[src/rtl/branch_cond_unit.sv]
// Branch-condition unit: evaluates an IR condition code against the bus and holds the decision.
// Latency: 1 cycle from con_in to con_out/con_valid; the flag holds until the next evaluate or clear.
// Backpressure: none; evaluations are accepted every cycle, and con_clr overrides con_in.
//
// Ports:
//   clk, rst_n          clock and asynchronous active-low reset
//   bus_in              datapath bus value
//   ir_cond             condition code taken from IR
//   con_in, con_clr     evaluate strobe and synchronous flag clear
//   load_a, load_cnt    latch bus_in into operand A / the loop counter
//   con_out, con_valid  registered decision and a one-cycle update pulse
//   cnt_out, cnt_zero   loop counter value and its zero flag
//   taken_cnt           saturating count of taken evaluations
//
// Optional feature: define BRANCH_COND_TAKEN_CNT_EN to build the taken counter.
// Without it, taken_cnt is tied to zero.
module branch_cond_unit #(
  parameter int DATA_W = 32,
  parameter int CNT_W  = 16
) (
  input  logic              clk,
  input  logic              rst_n,
  input  logic [DATA_W-1:0] bus_in,
  input  logic [2:0]        ir_cond,
  input  logic              con_in,
  input  logic              con_clr,
  input  logic              load_a,
  input  logic              load_cnt,
  output logic              con_out,
  output logic              con_valid,
  output logic [CNT_W-1:0]  cnt_out,
  output logic              cnt_zero,
  output logic [15:0]       taken_cnt
);

  typedef enum logic [2:0] {
    COND_ZERO   = 3'b000,
    COND_NZERO  = 3'b001,
    COND_NONNEG = 3'b010,
    COND_NEG    = 3'b011,
    COND_ALWAYS = 3'b100,
    COND_NEVER  = 3'b101,
    COND_LOOP   = 3'b110,
    COND_EQ     = 3'b111
  } cond_e;

  localparam logic [CNT_W-1:0] CNT_ONE = CNT_W'(1);

  logic [DATA_W-1:0] a_reg;
  logic [CNT_W-1:0]  cnt_reg;
  logic              result;
  logic              eval_ok;
  logic              loop_dec;

  // A clear in the same cycle cancels every side effect of the evaluation.
  assign eval_ok = con_in & ~con_clr;

  always_comb begin
    result = 1'b0;
    case (cond_e'(ir_cond))
      COND_ZERO:   result = (bus_in == '0);
      COND_NZERO:  result = (bus_in != '0);
      COND_NONNEG: result = ~bus_in[DATA_W-1];
      COND_NEG:    result = bus_in[DATA_W-1];
      COND_ALWAYS: result = 1'b1;
      COND_NEVER:  result = 1'b0;
      // Taken while the post-decrement count is still nonzero. A
      // simultaneous counter load wins and forces the result to not-taken.
      COND_LOOP:   result = (cnt_reg > CNT_ONE) & ~load_cnt;
      // Compares against A as it was before this edge, even when load_a is set.
      COND_EQ:     result = (bus_in == a_reg);
      default:     result = 1'b0;
    endcase
  end

  // The counter only ever decrements from a nonzero value, so it cannot wrap.
  assign loop_dec = eval_ok && (ir_cond == COND_LOOP) && (cnt_reg != '0);

  always_ff @(posedge clk or negedge rst_n) begin
    if (!rst_n) begin
      con_out   <= 1'b0;
      con_valid <= 1'b0;
      a_reg     <= '0;
      cnt_reg   <= '0;
    end else begin
      if (con_clr) begin
        con_out   <= 1'b0;
        con_valid <= 1'b0;
      end else if (con_in) begin
        con_out   <= result;
        con_valid <= 1'b1;
      end else begin
        con_valid <= 1'b0;
      end

      if (load_a) begin
        a_reg <= bus_in;
      end

      if (load_cnt) begin
        cnt_reg <= bus_in[CNT_W-1:0];
      end else if (loop_dec) begin
        cnt_reg <= cnt_reg - CNT_ONE;
      end
    end
  end

  assign cnt_out  = cnt_reg;
  assign cnt_zero = (cnt_reg == '0);

`ifdef BRANCH_COND_TAKEN_CNT_EN
  logic [15:0] taken_reg;

  always_ff @(posedge clk or negedge rst_n) begin
    if (!rst_n) begin
      taken_reg <= 16'h0000;
    end else if (eval_ok && result && (taken_reg != 16'hFFFF)) begin
      taken_reg <= taken_reg + 16'h0001;
    end
  end

  assign taken_cnt = taken_reg;
`else
  assign taken_cnt = 16'h0000;
`endif

endmodule

[config.mk]
export PLATFORM = sky130hd
export DESIGN_NAME = branch_cond_unit
export DESIGN_NICKNAME = d
export VERILOG_FILES = /design/src/rtl/branch_cond_unit.sv
export SDC_FILE = /design/constraint.sdc
export NUM_CORES = 1
export LEC_CHECK = 0
export CORE_ASPECT_RATIO = 0.75
export CORE_MARGIN = 2
export CORE_UTILIZATION = 50
export CTS_BUF_LIST = sky130_fd_sc_hd__clkbuf_4
export DETAILED_ROUTE_END_ITERATION = 10
export GPL_ROUTABILITY_DRIVEN = 0
export PLACE_DENSITY = 0.82
export SLEW_MARGIN = 20
export SYNTH_ARGS = -nofsm -noshare
export SYNTH_HDL_FRONTEND = slang
export SYNTH_SLANG_ARGS = --single-unit
[constraint.sdc]
create_clock -name clk -period 2.9 [get_ports clk]
set_input_delay 0.58 -clock clk [delete_from_list [all_inputs] [get_ports clk]]
set_output_delay 0.58 -clock clk [all_outputs]
set_load 0.01 [all_outputs]
Yosys cells after proc, flatten, opt, wreduce, memory -nomap -nowiden --
Cells that the tools add are included.
Operators by class: $add $sub $neg 1, muxes and demuxes 7, reductions and logical operators 9, $lt $le $gt $ge 1, bitwise gates (word level) 5, eq/ne operators 8
Operators by type and width (count):
- 32-bit equality test | 1
- 32-bit zero test | 1
- 16-bit 2-to-1 mux | 2
- 32-bit nonzero test | 1
- 16-bit by 1-bit > comparator with 1-bit output, second input constant | 1
- 16-bit zero test | 1
- 16-bit nonzero test | 1
- 16-bit by 1-bit subtractor with 16-bit output, second input constant | 1
- 3-bit equality test, second input constant | 4
- 1-bit case mux with 8 select lines | 1
- 3-bit by 2-bit equality test with 1-bit output, second input constant | 2
- 1-bit 2-to-1 mux | 4
- 2-bit nonzero test | 2
- 3-bit by 1-bit equality test with 1-bit output, second input constant | 1
- 3-bit zero test | 1
- 1-bit NOT | 3
- 1-bit AND | 2
- 1-bit logical AND | 2
Word-level totals: input bits 41, word-level logic and storage cells 35, output and inout bits 35, bits in registers 50

Depth between registers and ports, before layout --
Gate-level depths: netlist (run 1).
depth in word-level cells 6, depth in mapped cells 8, mapped depth without buffers 7

Least setup slack after synthesis (run 1) --
OpenSTA, ideal clock, no wires.
path kind reg-to-reg, start point reg cnt_reg[10] (netlist: cnt_out[10]), end point reg cnt_reg[3] (netlist: cnt_out[3]), arrival 2269 ps, setup time 124 ps, period minus slack after synthesis 2393 ps, path buffers 2, stages on the path, launching flop included 8, slack 507 ps, required time 2776 ps, cells stage by stage dfrtp_1 -> or4_4 -> or4_1 -> buf_6 -> o2111ai_4 -> buf_6 -> nor3_1 -> o31a_1
Between the ends: word-level cells in the longest chain between the ends 3
Ends and longest elaborated chain:
- from (decl) | line 50 | logic [CNT_W-1:0] cnt_reg;
- from (signal assigned) | line 101 | cnt_reg <= bus_in[CNT_W-1:0];
- from (signal assigned) | line 103 | cnt_reg <= cnt_reg - CNT_ONE;
- 16-bit nonzero test | line 77 | assign loop_dec = eval_ok && (ir_cond == COND_LOOP) && (cnt_reg != '0);
- 1-bit logical AND | line 77
- 2-bit nonzero test (no line)
Every way passes these cells. A chain may end at the register's enable or synchronous reset.

Final worst setup path (run 1) --
start point reg cnt_reg[10] (netlist: cnt_out[10]), end point out cnt_zero
Between the ends: word-level cells in the longest chain between the ends 1
Ends and longest elaborated chain:
- 16-bit zero test | line 109 | assign cnt_zero = (cnt_reg == '0);
- to (decl) | line 32 | output logic cnt_zero,
Every way passes these cells.

==> impl_metrics.csv, run 1 <==
group,metric,value,unit
setup_path,crit_type,"reg -> out",
sta,fin_setup_tns,0,ns
run,drv_cap,0,
clocking,htreeDepth,2,
setup_path,crit_end,"cnt_zero",
synth,synth_top_area_cell,"dfrtp_1",
cells_and_area,largest_reg_flops,32,
clocking,cts_tree,"yes",
clocking,clkSinkCount,50,
synth,synthFlopType,"dfrtp_1",
die,die_h,69.9,um
sta,setup_violations,0,
synth,yosysMostFrequentCell,"dfrtp_1",
setup_path,r2r_slack,0.39,ns
global_route,antenna_found_initial,0,
routing,wl_per_cell,16.5,um
global_route,grtUsageMet2,34.6,%
pwr,powerDensity,468,nW/um^2
global_route,grt_pass1_vias,2229,
global_route,grt_busiest_layer,"met2",
sta,finalCritPeriodShare,96.7,%
die,die_x,91.8,um
setup_path,startpoint_type,"flip-flop",
global_route,grt_pass1_wl,11200,um
die,coreArea,5470,um^2
die,rows,23,
synth,synth_edf_count,0,
pwr,ir_worst_vdd,0.375,mV
global_route,grt_use_met3,4.21,%
global_route,grt_use_total,22.1,%
setup_path,cp.arrival,2.22,ns
sta,rsz0062_at_grt,"false",
synth,ys_seq_elements,50,
sta,fmax,357,MHz
die,ios,76,
routing,wl,6750,um
sta,clock_skew,0.0159,ns
routing,drc,0,
synth,ys_seq_area_share,43.3,%
placement,placedCellCount,401,
clocking,worstSkewPairLatency,0.38,ns
routing,vias,2243,
routing,firstDrtPassIters,4,
setup_path,startpoint,"cnt_out[10]$_DFFE_PN0P_",
clocking,cts-buffers-inserted,5,
synth,async_flop_share,100,%
setup_path,critPathRequiredTime,2.32,ns
setup_path,crit_fanout,4,
sta,drv_slew,0,
sta,timing.final.ws_setup,0.0956,ns
sta,slew_headroom,66.7,%
placement,hpwl,5190,um
synth,avgSynthCellArea,10.7,um^2
cells_and_area,drive_gt1_share,17.9,%
sta,min_period,2.80,ns
sta,worstMarginPinSlew,0.500,ns
cells_and_area,fin_nets,377,
outcome,outcome,"complete, no violations",
placement,post-place-ws,0.216,ns
synth,ys_top_cells_by_area,"dfrtp_1, mux2_2, xnor2_1",
synth,ys_top_cells_by_count,"dfrtp_1, mux2_2, xnor2_1",
synth,synthCells,270,
global_route,grt_remaining_overflow,0,
clocking,clkTransAtPathRegs,0.16,ns
clocking,clock_path_buffers,2,
setup_path,crit-reg2reg-launch,"cnt_out[4]$_DFFE_PN0P_",
die,initial_utilization,52.9,%
setup_path,reg2reg_depth,5,
cells_and_area,areaGrowthSynthToFinish,25.3,%
setup_path,cp-end-kind,"primary output",
placement,io_buffers,59,
cells_and_area,diodes,0,
synth,ys_warn_count,0,
routing,vias_per_cell,5.47,
min_path,holdCritPathClass,"in -> async",
setup_path,r2r-end,"cnt_out[13]$_DFFE_PN0P_",
routing,antenna_left,0,
routing,drtIter0Drc,93,
sta,hold_viol_final,0,
synth,synth_top_area_share,43.3,%
synth,synth_area,2890,um^2
clocking,cts_root_buffer,"clkbuf_4",
global_route,grt_max_degree,33,
synth,ys_types,42,
die,dieArea,6410,um^2
cells_and_area,final_cells,410,
pwr,p_leak,1.39,nW
global_route,grt_use_met1,32.0,%
-- layout make-up --
class / count / area, um^2
inverter: 6 / 22.5
multi-input combinational: 202 / 1500
fill: 442 / 1840
tap: 75 / 93.8
timing repair buffer: 69 / 659
clock buffer: 5 / 37.5
clock inverter: 3 / 63.8
sequential: 50 / 1250
-- what timing repair did --
action                                  in CTS  in global routing
endpoints found under the setup margin       1                  1
setup buffers                                1                  0
gates resized for setup                      1                  1
hold buffers                                 0                  0
-- worst min path at each step --
stage                                     start                     to  slack (ns)  depth (start not counted)
after CTS                                 rst_n  a_reg[20]$_DFFE_PN0P_        0.15                          1
after floorplan                           rst_n   a_reg[0]$_DFFE_PN0P_        0.28                          0
after global routing                      rst_n  a_reg[19]$_DFFE_PN0P_        0.15                          1
after global placement    a_reg[10]$_DFFE_PN0P_  a_reg[10]$_DFFE_PN0P_        0.51                          1
after detailed placement  a_reg[10]$_DFFE_PN0P_  a_reg[10]$_DFFE_PN0P_        0.52                          1
final                                     rst_n  a_reg[25]$_DFFE_PN0P_        0.14                          1
-- worst max-delay path: stages (launching register included) --
cell,delay (ns)
dfrtp_1,0.41
or4_4,0.54
or4_1,0.53
nor2_1,0.11
dlygate4sd2_1,0.27
-- per-stage QoR --
stage          power [W]  area (um^2)  utilization, %  hold slack (ns)
5_1_grt          0.00178         3620            66.3            0.152
3_3_place_gp     0.00119         3510            64.2            0.509
6_report         0.00170         3620            66.3            0.143
4_1_cts          0.00171         3620            66.2            0.148
2_1_floorplan    0.00104         2950               -            0.284
3_5_place_dp     0.00121         3510            64.2            0.516
-- per-layer routing --
metal / share of wire, % / up-vias
met5: 0 / -
met4: 0.76 / 0
met3: 5.2 / 5
met2: 46 / 63
met1: 48 / 1104
li1: - / 1071
-- where the power goes --
group          internal [W]  switching, W
combinational      0.000211      0.000171
clock              0.000266      0.000233
sequential         0.000764     0.0000525
total               0.00124      0.000456
-- placed cells by master, fill, tap and decap left out, types with 3 or more instances in the layout --
cell type,synthesis,layout
a31oi_1,7,7
buf_4,16,10
clkbuf_4,0,5
clkdlybuf4s50_1,0,57
conb_1,1,16
dfrtp_1,50,50
inv_1,6,6
mux2_2,33,33
nand2_1,8,8
nand2b_1,3,3
nand3_1,4,4
nand4_1,11,11
nor2_1,15,15
nor3_1,5,5
nor4_1,10,10
o21a_1,3,3
o21ai_0,12,12
o31ai_1,5,5
or2_2,3,3
or3_1,3,3
or4_1,5,5
xnor2_1,30,30
xor2_1,9,9
-- logic make-up after synthesis --
group / synth area share, %
other cells: 0.130
flops: 43.3
simple gates: 14.4
mux: 13.2
xor+xnor: 11.8
buf+inv: 7.18
fa+ha+maj: 0.865
compound gates: 9.17
(Power assumes the default switching activity.)
==> run 2, diff against run 1 <==
--- a/config.mk
+++ b/config.mk
@@ -5,7 +5,6 @@
 export SDC_FILE = /design/constraint.sdc
 export NUM_CORES = 1
 export LEC_CHECK = 0
-export CORE_ASPECT_RATIO = 0.75
 export CORE_MARGIN = 2
 export CORE_UTILIZATION = 50
 export CTS_BUF_LIST = sky130_fd_sc_hd__clkbuf_4
==> impl_metrics.csv, run 2 (same netlist as run 1, synthesis figures left out) <==
group,metric,value,unit
sta,fmax,361,MHz
clocking,clkSinkCount,50,
sta,fin_setup_tns,0,ns
setup_path,critPathRequiredTime,2.32,ns
sta,min_period,2.77,ns
setup_path,crit_fanout,4,
global_route,grt_pass1_wl,10200,um
clocking,worstSkewPairLatency,0.37,ns
routing,drc,0,
die,ios,76,
sta,rsz0062_at_grt,"false",
sta,holdWs,0.166,ns
pwr,ir_worst_vdd,0.234,mV
outcome,outcome,"complete, no violations",
setup_path,worstPathCellList,"or4_4 -> or4_1 -> nor2_1 -> clkdlybuf4s15_1",
run,drv_cap,0,
clocking,cts-buffers-inserted,5,
cells_and_area,largest_reg_flops,32,
cells_and_area,mostFrequentLayoutCell,"clkdlybuf4s50_1",
min_path,holdCritPathClass,"in -> async",
routing,wl,6180,um
cells_and_area,multiInputGateArea,1490,um^2
setup_path,cp.arrival,2.19,ns
cells_and_area,areaGrowthSynthToFinish,22.8,%
pwr,powerDensity,425,nW/um^2
routing,vias,2221,
placement,io_buffers,59,
die,die_h,80.0,um
global_route,grt_use_total,21.1,%
clocking,cts-hold-fix-buffers,0,
sta,setup_violations,0,
setup_path,startpoint_type,"flip-flop",
routing,drtIter0Drc,132,
sta,hold_viol_final,0,
setup_path,cp_slowest_cell,"or4_4",
placement,hpwl,4870,um
cells_and_area,utilization,64.1,%
sta,drv_slew,0,
routing,firstDrtPassIters,4,
setup_path,crit_type,"reg -> out",
routing,vias_per_cell,5.50,
sta,worstMarginPinSlew,0.519,ns
global_route,grt_pass1_vias,2131,
clocking,clock_path_buffers,2,
placement,post_dp_cell_area,3490,um^2
die,initial_utilization,52.2,%
cells_and_area,final_cell_mix,"clkdlybuf4s50_1, dfrtp_1, mux2_2",
cells_and_area,fillerInstances,473,
die,dieArea,6410,um^2
die,rows,27,
clocking,cts_root_buffer,"clkbuf_4",
clocking,clkTransAtPathRegs,0.14,ns
pwr,p_leak,1.35,nW
cells_and_area,fin_nets,375,
cells_and_area,final_area,3550,um^2
global_route,grt_max_degree,33,
sta,clock_skew,0.00803,ns
routing,antenna_left,0,
routing,wl_per_cell,15.3,um
cells_and_area,seq_area,1250,um^2
setup_path,cpPeakStageDelay,0.55,ns
die,die_x,80.0,um
sta,slew_headroom,65.4,%
clocking,htreeDepth,2,
die,coreArea,5540,um^2
setup_path,cp-end-kind,"primary output",
global_route,antenna_found_initial,0,
cells_and_area,drive_gt1_share,17.2,%
sta,finalCritPeriodShare,95.6,%
cells_and_area,diodes,0,
global_route,grt_remaining_overflow,0,
clocking,cts_tree,"yes",
-- run 2: area by class of cell --
type / count / area share, %
Multi-Input combinational cell: 202 / 41.9
Timing Repair Buffer: 67 / 18.2
Inverter: 6 / 0.634
Tap cell: 72 / 2.54
Clock buffer: 7 / 1.48
Sequential cell: 50 / 35.2
-- run 2: power by group --
part	internal [W]	switching [W]
Combinational	0.000208	0.000164
Clock	0.000111	0.000210
Sequential	0.000764	0.0000536
-- run 2: worst paths after layout --
check                                        start  slack [ns]                      end  depth (start not counted)
setup / recovery           cnt_out[10]$_DFFE_PN0P_        0.13                 cnt_zero                          4
hold / removal                               rst_n        0.17     a_reg[5]$_DFFE_PN0P_                          1
setup reg to reg            cnt_out[2]$_DFFE_PN0P_        0.36  cnt_out[11]$_DFFE_PN0P_                          5
hold reg to reg               a_reg[2]$_DFFE_PN0P_        0.54     a_reg[2]$_DFFE_PN0P_                          1
max in group asynchronous                    rst_n        1.98    a_reg[19]$_DFFE_PN0P_                          2
min in group clk              a_reg[2]$_DFFE_PN0P_        0.54     a_reg[2]$_DFFE_PN0P_                          1
-- run 2: worst max-delay path, delay by kind of cell, from the launching register on --
family	cells	cell delay, ns
buffers and inverters	1	0.25
flip-flops	1	0.40
AND/OR/NAND/NOR	3	1.18
-- run 2: metal layers --
metal | wire length (um) | up-vias | global-route usage, %
met5 | 0 | - | 0
met4 | 106 | 0 | 6.78
met3 | 409 | 7 | 4.52
met2 | 2960 | 82 | 33.2
met1 | 2700 | 1066 | 29.1
li1 | - | 1066 | -
-- run 2: timing repair --
action                     CTS  global route
setup buffers                1             0
gates resized for setup      1             1
setup endpoints to repair    1             1
-- run 2: metrics by stage --
step,instances,total power (W),worst slack [ns]
4_1_cts,404,0.00152,0.0974
6_report,404,0.00151,0.128
2_1_floorplan,285,0.00104,0.507
5_1_grt,404,0.00159,0.00977
3_3_place_gp,396,0.00119,0.246
3_5_place_dp,396,0.00120,0.195
==> run 3, diff against run 2 <==
--- a/config.mk
+++ b/config.mk
@@ -11,6 +11,7 @@
 export DETAILED_ROUTE_END_ITERATION = 10
 export GPL_ROUTABILITY_DRIVEN = 0
 export PLACE_DENSITY = 0.82
+export RECOVER_POWER = 50
 export SLEW_MARGIN = 20
 export SYNTH_ARGS = -nofsm -noshare
 export SYNTH_HDL_FRONTEND = slang
==> impl_metrics.csv, run 3 (same netlist as run 1, synthesis figures left out) <==
group,metric,value,unit
clocking,cts-buffers-inserted,5,
cells_and_area,largest_reg_flops,32,
cells_and_area,fin_nets,375,
run,drv_cap,1,
cells_and_area,diodes,0,
clocking,cts_root_buffer,"clkbuf_4",
global_route,grt_pass1_wl,10200,um
pwr,seq_power_share,54.1,%
global_route,grt_max_degree,33,
setup_path,crit-reg2reg-launch,"cnt_out[2]$_DFFE_PN0P_",
sta,worstMarginPinSlew,1.66,ns
setup_path,cp.arrival,2.20,ns
sta,min_period,2.78,ns
cells_and_area,mostFrequentLayoutCell,"clkdlybuf4s50_1",
sta,rsz0062_at_grt,"false",
outcome,violations,"max-capacitance violations, max-slew violations",
clocking,worstSkewPairLatency,0.37,ns
clocking,clkTransAtPathRegs,0.14,ns
cells_and_area,drive_gt1_share,16.6,%
clocking,clkSinkCount,50,
pwr,finalPower,0.00151,W
setup_path,crit_fanout,4,
setup_path,cpPeakStageDelay,0.55,ns
routing,vias,2220,
setup_path,crit_type,"reg -> out",
pwr,p_leak,1.35,nW
global_route,grt_remaining_overflow,0,
routing,drtIter0Drc,152,
sta,finalCritPeriodShare,95.7,%
global_route,antenna_found_initial,0,
clocking,htreeDepth,2,
sta,drv_slew,33,
die,coreArea,5540,um^2
setup_path,critPathRequiredTime,2.32,ns
pwr,power.internal,0.00108,W
global_route,grt_pass1_vias,2131,
cells_and_area,fillerInstances,476,
outcome,outcome,"complete, but fails checks",
sta,hold_viol_final,0,
pwr,ir_worst_vdd,0.233,mV
global_route,grt_use_total,21.1,%
die,initial_utilization,52.2,%
routing,antenna_left,0,
placement,io_buffers,59,
sta,fin_setup_tns,0,ns
die,dieArea,6410,um^2
routing,firstDrtPassIters,4,
die,die_h,80.0,um
cells_and_area,areaGrowthSynthToFinish,22.5,%
pwr,clockPowerShare,21.3,%
sta,fmax,360,MHz
die,die_x,80.0,um
routing,drc,0,
clocking,clock_path_buffers,2,
die,ios,76,
routing,wl_per_cell,15.3,um
cells_and_area,final_cell_mix,"clkdlybuf4s50_1, dfrtp_1, mux2_2",
pwr,pwr-share-comb,24.6,%
setup_path,cp-end-kind,"primary output",
sta,clock_skew,0.00824,ns
sta,slew_headroom,-10.9,%
min_path,holdCritPathClass,"in -> async",
routing,wl,6190,um
setup_path,worstPathCellList,"or4_4 -> or4_1 -> nor2_1 -> clkdlybuf4s15_1",
setup_path,startpoint_type,"flip-flop",
setup_path,startpoint,"cnt_out[10]$_DFFE_PN0P_",
pwr,switchingPower,0.000428,W
clocking,cts-hold-fix-buffers,0,
setup_path,cp_slowest_cell,"or4_4",
placement,hpwl,4870,um
clocking,cts_tree,"yes",
sta,setup_violations,0,
routing,vias_per_cell,5.50,
die,rows,27,
pwr,swShare,28.4,%
pwr,powerDensity,426,nW/um^2
[run 3: area by class of cell]
| type | count | area (um^2) | share of cell area [%] |
|---|---|---|---|
| Timing Repair Buffer | 67 | 638 | 18.0 |
| Inverter | 6 | 22.5 | 0.636 |
| Tap cell | 72 | 90.1 | 2.54 |
| Clock buffer | 7 | 52.6 | 1.48 |
| Sequential cell | 50 | 1250 | 35.3 |
| Multi-Input combinational cell | 202 | 1490 | 42.0 |
[run 3: path summary, 6_finish.rpt]
kind | end | slack (ns) | depth (start not counted)
max in group asynchronous | a_reg[19]$_DFFE_PN0P_ | 1.13 | 2
min | a_reg[5]$_DFFE_PN0P_ | 0.45 | 1
min in group clk | a_reg[2]$_DFFE_PN0P_ | 0.54 | 1
min reg2reg | a_reg[2]$_DFFE_PN0P_ | 0.54 | 1
max reg2reg | cnt_out[11]$_DFFE_PN0P_ | 0.36 | 5
max | cnt_zero | 0.12 | 4
[run 3: power by group through the flow]
stage | sequential (W) | clock (W) | combinational [W]
floorplan | 0.000833 | 0 | 0.000203
global placement | 0.000827 | 0 | 0.000364
detailed placement | 0.000833 | 0 | 0.000370
CTS | 0.000818 | 0.000329 | 0.000375
global route | 0.000829 | 0.000357 | 0.000406
finish | 0.000817 | 0.000321 | 0.000371
[run 3: critical path: cells and delay by family, from the launching register on]
kind	cells	cell delay (ns)
buffers and inverters	1	0.25
DFF	1	0.40
and+or+nand+nor	3	1.19
[run 3: metrics by stage]
step	util (%)	area, um^2	hold slack [ns]	cells	worst slack [ns]
3_3_place_gp	63.0	3490	0.510	396	0.246
2_1_floorplan	-	2950	0.284	285	0.507
4_1_cts	64.1	3550	0.171	404	0.0974
5_1_grt	64.0	3540	0.516	404	0.00977
6_report	64.0	3540	0.448	404	0.124
3_5_place_dp	63.0	3490	0.518	396	0.195
[run 3: repair_timing]
item | CTS | global route
gates resized for setup | 1 | 1
setup buffers | 1 | 0
pin swaps | 0 | 0
endpoints found under the setup margin | 1 | 1
[run 3: metal layers]
layer,vias up,global-route usage (%),part of all wire [%]
met3,7,4.52,5.8
met2,70,33.2,47
li1,1070,-,-
met4,0,6.78,1.7
met5,-,0,0
met1,1073,29.1,45
